===== src/rtl/swd_frame_pkg.sv =====
// Shared types and defaults for the SWD capture-to-UART frame sequencer.
package swd_frame_pkg;

  // Frame sequencer states; IDLE must stay at zero so a cleared register is idle.
  typedef enum logic [2:0] {
    ST_IDLE = 3'd0,
    ST_SYNC = 3'd1,
    ST_LEN  = 3'd2,
    ST_DATA = 3'd3,
    ST_CSUM = 3'd4
  } frame_state_t;

  // Default frame start marker.
  localparam logic [7:0] SYNC_BYTE_DEF = 8'hA5;

endpackage


===== src/rtl/sync_fifo.sv =====
// Synchronous FIFO with first-word fall-through head and occupancy count.
// A push into a full FIFO is accepted only when a pop happens in the same cycle.
module sync_fifo #(
  parameter int WIDTH = 8,
  parameter int DEPTH = 16
) (
  input  logic                     clk,
  input  logic                     reset,
  input  logic                     push,
  input  logic                     pop,
  input  logic [WIDTH-1:0]         wdata,
  output logic [WIDTH-1:0]         rdata,
  output logic                     full,
  output logic                     empty,
  output logic [$clog2(DEPTH):0]   count
);

  localparam int AW = $clog2(DEPTH);
  localparam int CW = AW + 1;

  logic [WIDTH-1:0] mem [DEPTH];
  logic [AW-1:0]    wr_ptr;
  logic [AW-1:0]    rd_ptr;
  logic             do_push;
  logic             do_pop;

  assign empty   = (count == '0);
  assign full    = (count == CW'(DEPTH));
  assign do_pop  = pop & ~empty;
  assign do_push = push & (~full | do_pop);
  assign rdata   = mem[rd_ptr];

  // Storage write; contents are only ever read behind a valid count.
  // NOTE: the data array has no reset -- occupancy lives in count/pointers, and
  // leaving the RAM unreset lets it map onto plain memory cells.
  always_ff @(posedge clk) begin
    if (do_push) mem[wr_ptr] <= wdata;
  end

  // Pointer and occupancy bookkeeping; pointers wrap modulo DEPTH.
  // NOTE: sequential state uses <= so every flop samples pre-edge values and
  // the order of statements inside the block cannot change the result.
  always_ff @(posedge clk) begin
    if (reset) begin
      wr_ptr <= '0;
      rd_ptr <= '0;
      count  <= '0;
    end else begin
      if (do_push) wr_ptr <= wr_ptr + AW'(1);
      if (do_pop)  rd_ptr <= rd_ptr + AW'(1);
      case ({do_push, do_pop})
        2'b10:   count <= count + CW'(1);
        2'b01:   count <= count - CW'(1);
        default: count <= count;
      endcase
    end
  end

endmodule


===== src/rtl/swd_frame_ctl.sv =====
// Buffers captured SWD bytes and emits them to the UART TX as frames:
// SYNC, LEN, payload, XOR checksum. A frame closes on a full payload, an idle
// timeout, or a synchronised SWD line reset.
module swd_frame_ctl
  import swd_frame_pkg::*;
#(
  parameter int         FIFO_DEPTH   = 16,
  parameter int         MAX_PAYLOAD  = 8,
  parameter int         IDLE_TIMEOUT = 1024,
  parameter logic [7:0] SYNC_BYTE    = SYNC_BYTE_DEF
) (
  input  logic       clk,
  input  logic       reset,
  input  logic       enable,
  input  logic [7:0] cap_data,
  input  logic       cap_rdy,
  input  logic       swdrst,
  output logic [7:0] tx_data,
  output logic       tx_valid,
  input  logic       tx_ready,
  output logic       overflow,
  output logic [7:0] frame_cnt,
  output logic       busy
);

  localparam int CW = $clog2(FIFO_DEPTH) + 1;
  localparam int TW = $clog2(IDLE_TIMEOUT + 1);
  localparam logic [CW-1:0] MAX_CNT   = CW'(MAX_PAYLOAD);
  localparam logic [TW-1:0] TIMER_MAX = TW'(IDLE_TIMEOUT);

  frame_state_t  state;
  logic [7:0]    len;
  logic [7:0]    remaining;
  logic [7:0]    csum;
  logic [TW-1:0] timer;
  logic          swd_s1, swd_s2, swd_s3;
  logic          pend_rst;

  logic [7:0]    fifo_head;
  logic          fifo_full;
  logic          fifo_empty;
  logic [CW-1:0] fifo_count;

  logic          handshake;
  logic          pop;
  logic          push_req;
  logic          push_acc;
  logic          has_data;
  logic          start_full;
  logic          start_tmo;
  logic          start;
  logic          rst_caused;
  logic [7:0]    len_next;

  assign handshake  = tx_valid & tx_ready;
  assign pop        = (state == ST_DATA) & handshake;
  assign push_req   = cap_rdy & enable;
  assign push_acc   = push_req & (~fifo_full | pop);
  assign has_data   = ~fifo_empty;
  // Start causes in priority order: full payload, idle timeout, line reset.
  assign start_full = (fifo_count >= MAX_CNT);
  assign start_tmo  = has_data & (timer == TIMER_MAX);
  assign start      = (state == ST_IDLE) & (start_full | start_tmo | (has_data & pend_rst));
  assign rst_caused = start & ~start_full & ~start_tmo;
  assign len_next   = start_full ? 8'(MAX_PAYLOAD) : 8'(fifo_count);

  assign tx_valid = (state != ST_IDLE);
  assign busy     = (state != ST_IDLE);

  sync_fifo #(
    .WIDTH (8),
    .DEPTH (FIFO_DEPTH)
  ) u_fifo (
    .clk   (clk),
    .reset (reset),
    .push  (push_req),
    .pop   (pop),
    .wdata (cap_data),
    .rdata (fifo_head),
    .full  (fifo_full),
    .empty (fifo_empty),
    .count (fifo_count)
  );

  // Output byte selection by frame phase; zero whenever no frame is active.
  // NOTE: the default assignment first keeps this purely combinational; a path
  // that left tx_data unassigned would infer a latch.
  always_comb begin
    tx_data = 8'h00;
    case (state)
      ST_SYNC: tx_data = SYNC_BYTE;
      ST_LEN:  tx_data = len;
      ST_DATA: tx_data = fifo_head;
      ST_CSUM: tx_data = csum;
      default: tx_data = 8'h00;
    endcase
  end

  // Frame sequencer: latch length at start, walk SYNC/LEN/DATA/CSUM on handshakes.
  always_ff @(posedge clk) begin
    if (reset) begin
      state     <= ST_IDLE;
      len       <= 8'h00;
      remaining <= 8'h00;
      csum      <= 8'h00;
      frame_cnt <= 8'h00;
    end else begin
      case (state)
        ST_IDLE: if (start) begin
          len       <= len_next;
          remaining <= len_next;
          csum      <= 8'h00;
          state     <= ST_SYNC;
        end
        ST_SYNC: if (handshake) state <= ST_LEN;
        ST_LEN:  if (handshake) state <= ST_DATA;
        ST_DATA: if (handshake) begin
          csum      <= csum ^ fifo_head;
          remaining <= remaining - 8'd1;
          if (remaining == 8'd1) state <= ST_CSUM;
        end
        ST_CSUM: if (handshake) begin
          frame_cnt <= frame_cnt + 8'd1;
          state     <= ST_IDLE;
        end
        default: state <= ST_IDLE;
      endcase
    end
  end

  // Idle timer: restarts on every stored byte, counts up while bytes wait.
  always_ff @(posedge clk) begin
    if (reset)                                 timer <= '0;
    else if (push_acc)                         timer <= '0;
    else if (has_data && timer != TIMER_MAX)   timer <= timer + TW'(1);
  end

  // Sticky overflow: a captured byte found the FIFO full with no pop to make room.
  always_ff @(posedge clk) begin
    if (reset)                                   overflow <= 1'b0;
    else if (push_req && fifo_full && !pop)      overflow <= 1'b1;
  end

  // Two-flop synchroniser for the raw SWDRST pin plus a delay flop for edge detection.
  always_ff @(posedge clk) begin
    if (reset) begin
      swd_s1 <= 1'b0;
      swd_s2 <= 1'b0;
      swd_s3 <= 1'b0;
    end else begin
      swd_s1 <= swdrst;
      swd_s2 <= swd_s1;
      swd_s3 <= swd_s2;
    end
  end

  // Pending line reset: set on a synchronised rising edge (wins over a same-cycle
  // clear), cleared when the frame it caused starts.
  always_ff @(posedge clk) begin
    if (reset)                    pend_rst <= 1'b0;
    else if (swd_s2 && !swd_s3)   pend_rst <= 1'b1;
    else if (rst_caused)          pend_rst <= 1'b0;
  end

endmodule

===== config.mk =====
export PLATFORM = sky130hd
export DESIGN_NAME = swd_frame_ctl
export DESIGN_NICKNAME = d
export VERILOG_FILES = /design/src/rtl/swd_frame_pkg.sv /design/src/rtl/sync_fifo.sv /design/src/rtl/swd_frame_ctl.sv
export SDC_FILE = /design/constraint.sdc
export NUM_CORES = 1
export LEC_CHECK = 0
export CAP_MARGIN = 40
export CELL_PAD_IN_SITES_DETAIL_PLACEMENT = 1
export CELL_PAD_IN_SITES_GLOBAL_PLACEMENT = 1
export CORE_MARGIN = 2
export CORE_UTILIZATION = 51
export DETAILED_ROUTE_END_ITERATION = 16
export PLACE_DENSITY_LB_ADDON = 0.3
export SYNTH_ARGS = -nofsm -noshare
export SYNTH_HDL_FRONTEND = slang
export SYNTH_SLANG_ARGS = --single-unit

===== constraint.sdc =====
create_clock -name clk -period 2.9 [get_ports clk]
set_input_delay 0.29 -clock clk [delete_from_list [all_inputs] [get_ports clk]]
set_output_delay 0.29 -clock clk [all_outputs]
set_load 0.03 [all_outputs]

# Yosys cells after proc, flatten, opt, wreduce, memory -nomap -nowiden
# Memory sizes are Yosys's and may differ from the RTL's. A register that Yosys moved wholly into a read port is not among the register bits.
# Cells that the tools add are included.
# op_classes
addsub	7
n_lt_le_gt_ge	1
eq_ne	16
muxes	22
bitwise	20
n_reduce_logical	17
# ops
op	n
8-bit 2-to-1 mux	4
8-bit one-hot mux with 2 select lines	2
8-bit one-hot mux with 4 select lines	1
3-bit 2-to-1 mux	6
3-bit one-hot mux with 5 select lines	1
11-bit by 1-bit adder with 11-bit output (second input constant)	1
1-bit bitwise AND	11
11-bit equality test (second input constant)	1
11-bit != test (second input constant)	1
2-bit != test (second input constant)	5
5-bit one-hot mux with 2 select lines	1
4-bit by 1-bit adder with 4-bit output (second input constant)	2
8-bit by 1-bit adder with 8-bit output (second input constant)	1
8-bit by 1-bit equality test with 1-bit output (second input constant)	1
4-bit 2-to-1 mux	2
8-bit by 1-bit subtractor with 8-bit output (second input constant)	1
8-bit XOR	1
3-bit by 2-bit equality test with 1-bit output (second input constant)	2
6-bit AND reduction	1
2-bit nonzero test	3
5-bit by 1-bit adder with 5-bit output (second input constant)	1
5-bit equality test (second input constant)	1
5-bit by 4-bit greater-or-equal comparator with 1-bit output (second input constant)	1
5-bit zero test	1
other kinds (17)	31
# totals
reg_bits	64
ram_bits	128
input_bits	14
out_inout_bits	19
wordCells	98
memories	1
# memory_table
memory	depth	word_bits	rd	rd_ports_with_merged_regs	write_ports	line_no	source
u_fifo.mem	16	8	1	1	1	sync_fifo.sv:21	logic [WIDTH-1:0] mem [DEPTH];

# Longest topological paths before layout
# logic_depth
ltp_word	10
mapped_depth	10
mapped_depth_nobuf	8

# Hierarchy
# A second synthesis with hierarchy kept.
# hier_totals
cells_unflattened	621
area_unflattened_um2	8366.8
# modules_own_cells
module	n_inst	cells_per_inst	area_per_inst_um2	seq_area_each_um2
sync_fifo	1	325	5866.9	4184.0
swd_frame_ctl	1	296	2499.9	960.9

# Least setup slack after synthesis
# Ideal clock, no wire load.
# synth_path
kind	register to register
from	reg u_fifo.count[1]
to	reg u_fifo.count[4]
setup_time_ns	0.121
arrival_time_ns	2.450
required_ns	2.779
path_slack_ns	0.329
path_stages_with_launch	10
n_path_buf	1
synth_period_minus_slack_ns	2.571
cell_sequence	dfxtp_1 -> buf_6 -> or4_4 -> o211ai_4 -> xnor2_1 -> ha_1 -> nor2_1 -> or4b_1 -> a21oi_1 -> mux2_2
# synth_via
elab_chain_cells	7
elab_cells_between_ends	13
cone_classes	2 x add/sub; 3 x eq/ne; 1 x mux; 5 x bitwise; 2 x reduce/logical
# synth_lines
item	line_no	source
from (decl)	sync_fifo.sv:15	output logic [$clog2(DEPTH):0] count
from (signal assigned)	sync_fifo.sv:52	2'b10: count <= count + CW'(1);
from (signal assigned)	sync_fifo.sv:53	2'b01: count <= count - CW'(1);
from (signal assigned)	sync_fifo.sv:54	default: count <= count;
5-bit zero test	sync_fifo.sv:27	assign empty = (count == '0);
1-bit inverter	sync_fifo.sv:29	assign do_pop = pop & ~empty;
1-bit bitwise AND	sync_fifo.sv:29	
1-bit OR	sync_fifo.sv:30	assign do_push = push & (~full | do_pop);
1-bit bitwise AND	sync_fifo.sv:30	
2-bit by 1-bit equality test with 1-bit output or 2-bit equality test (tied branches)	sync_fifo.sv:51	case ({do_push, do_pop})
5-bit one-hot mux with 2 select lines or 2-bit nonzero test (tied branches)	--	
# Several ways; a longest one is shown, not always the timed one.
# A chain may end at the register's enable or synchronous reset.

==> run metrics <==
status=complete, no violations; Clock Power Share=44.7%; Reg area=slightly above 5000 µm²; initial antenna violation count=0; # clock sinks=a little under 200; register share of total power=about 52%; post-synthesis instance total=between 600 and 700; Max-slew headroom=between 50% and 60%; Synth warnings=0; post-synthesis mux area share=between 10% and 20%; max-capacitance violation count=0; critical path peak fanout=8; largest family of logic cells by synthesized area=simple AND/OR/NAND/NOR gates; first-iteration detailed-routing DRC count=451; chip height=131.3 µm; Synth area leaders=edfxtp_1 47%, dfxtp_1 16%, mux4_2 8.7%; Reg2Reg Depth=8; Layout area overhead=17.25%; clock skew=~12 ps; Pint=between 0.004 and 0.005 W; post-synth net total=approximately 630; layout cells sized above 1=around a fifth; register area share after synthesis=between 60 and 70%; Starting Density=a little over half; synthesized flop and latch total=193; fillcell total=~1600; critical path type=reg2out; cell area after synthesis=~8300 µm²; syn avg cell area=13.68 µm²; WP buf/inv=2; sw frac=20.05%; unrepaired setup endpoints after global routing=false; Core Util, Final=between 60 and 70%; nature of the critical path endpoint=primary output; total die area=17240 µm²; Post-Synth Adder-Cell Area=1.666%; most frequent cells in the layout=128 x edfxtp_1, 64 x dfxtp_1, 47 x nor2_1; ant diodes=0; Vias/cell=around 6.0; Final Cycle Share=~96%; post-synthesis simple-gate area fraction=approximately 12%; CP delay by family, top=multiplexers; num ports=33; multi-input logic area=about 2900 µm²; wire per inst=around 23 µm; min cycle time layout=approximately 2800 ps; Yosys top cell area share=roughly 47%; hold_ws=between 400 and 500 ps; Worst Tran Pin Value=649.5 ps; post-place setup slack=-13.15 ps; largest net degree at the start of global routing=33; Synth Area in Compound Gates=8.222%; # rows=46; Root Driver=clkbuf_16; Leak=around 3.3 nW; Synth Flop Type=edfxtp_1; Async SR Flop Fraction=0%; Routed Wire Length=between 20000 and 25000 µm; CP max stage delay=between 500 and 600 ps; Clk Latency, worst-skew pair=~440 ps; CP arrival=2500 ps; CTS tree=yes; via count=roughly 5300; core box area=approximately 16000 µm²; grt ovf=0; Clock Tree Buf Depth=2; CTS buffer count=17; Distinct cells, synth=63; worst vdd ir=around 0.00047 V; maximum clock rate=around 0.36 GHz; endpoints failing setup=0; WHS Path Cells=2; Reg clk slew, reported paths=approximately 70 ps; Pins Over Slew Limit=0; first-pass GRT wire length=roughly 32000 µm; Post-DRT Antenna Nets=0; Synth area leader=edfxtp_1; final worst slack=about 110 ps; vias in the first global route=about 5800; CP max stage cell=mux4_2; Hold Path Class=in2reg; Post-DP HPWL=between 10000 and 15000 µm; post-synthesis xor/xnor area fraction=2.332%; DRC Markers=0; fin nets=~700; crit path cell chain=clkbuf_16 > mux4_2 > a22o_1 > nor2_4 > nand2_1 > a21o_1 > clkdlybuf4s15_2; gpl congestion=a little under 0.8; H-tree levels=4; number of flops mapped to enable cells by yosys=around 130; Comb power frac=3.2%; final hold vios=0; PD cells=585.0 nW/µm²; total power draw=approximately 0.0057 W; Critical Path Stages=7; CP startpoint kind=flip-flop; GRT Util Overall=approximately a quarter; IO Port Bufs=32; Worst EP required=around 2600 ps; Sw Pwr=around 0.0011 W; die width=131.3 µm; commonest non-fill, non-tap cell in the layout=edfxtp_1; DRT Pass-1 Iters=5; CTS Hold Buffers Added=0
area by class of cell:
| type | count | share of cell area (%) |
|---|---|---|
| Tap cell | 216 | 2.790 |
| Clock inverter | 15 | 2.208 |
| Clock buffer | 17 | 4.391 |
| Multi-Input combinational cell | 364 | 29.94 |
| Inverter | 14 | 0.5424 |
| Sequential cell | 193 | 53.14 |
| Timing Repair Buffer | 71 | 6.987 |
cell usage after synthesis, types with 4 or more instances:
master,instances
clkbuf_1,12
nor3_1,7
o31ai_1,4
nor2b_1,10
nor2_1,51
a22oi_1,9
or3_1,9
nand3_1,19
ha_1,11
a22o_1,9
xnor2_1,9
or4_1,5
o21a_1,4
nor3b_1,4
xor2_1,13
edfxtp_1,128
o21ai_0,18
nand4_1,6
buf_4,6
and2_1,11
mux4_2,32
nand2_1,37
buf_2,7
a21oi_1,26
nor4_1,5
nand2b_1,10
buf_6,6
dfxtp_1,65
mux2i_1,11
inv_1,14
power by group through the flow:
stage | registers [W] | clock network [W] | logic (W)
final | 0.00295 | 0.00253 | 0.000179
after global routing | 0.00295 | 0.00266 | 0.000196
after CTS | 0.00296 | 0.00256 | 0.000178
after detailed placement | 0.00302 | 0 | 0.000177
after global placement | 0.00301 | 0 | 0.000165
after floorplan | 0.00301 | 0 | 0.0000928
flip-flops by register name, indices dropped and copies added (netlist names), named ones only:
name and cells:
swd_s2 1, u_fifo.wr_ptr 4, swd_s1 1, frame_cnt 8
timer 11, pend_rst 1, len 5, remaining 8
csum 8, u_fifo.rd_ptr 4, swd_s3 1, u_fifo.mem 128
u_fifo.count 5, state 3, overflow 1
through the flow:
stage | instance area (µm²) | std cells | setup TNS [ps]
6_report | 9688 | 890 | 0
5_1_grt | 9688 | 890 | 0
4_1_cts | 9635 | 888 | 0
3_5_place_dp | 8955 | 854 | -13.15
3_3_place_gp | 8955 | 854 | 0
2_1_floorplan | 8263 | 604 | 0
per-layer routing:
layer	GRT usage, %	vias to the layer above	wire, µm
met5	0	-	0
met4	12.74	0	598
met3	3.897	41	808
met2	43.33	136	10830
met1	30.53	2745	8573
li1	-	2396	-
kinds of logic after synthesis:
logic type | after synthesis
AOI/OAI and AO/OA | 95
xor gates and xnor gates | 22
adders and majority gates | 11
buffers and inverters | 47
DFF | 193
muxes | 44
and+or+nand+nor | 192
path summary, 6_finish.rpt:
| path | slack, ps | to | start |
|---|---|---|---|
| worst max register to register | 130 | u_fifo.count[4] | u_fifo.count[0] |
| worst min-delay path | 420 | swd_s1 | swdrst |
| worst max-delay path | 110 | tx_data[2] | flip-flop |
| worst min register to register | 450 | swd_s2 | swd_s1 |
what timing repair did:
item	CTS	global route
gates resized for setup	22	18
gates cloned	0	2
pin swaps	0	2
endpoints found under the setup margin	8	8
setup buffers	2	0
(Power assumes the default switching activity.)
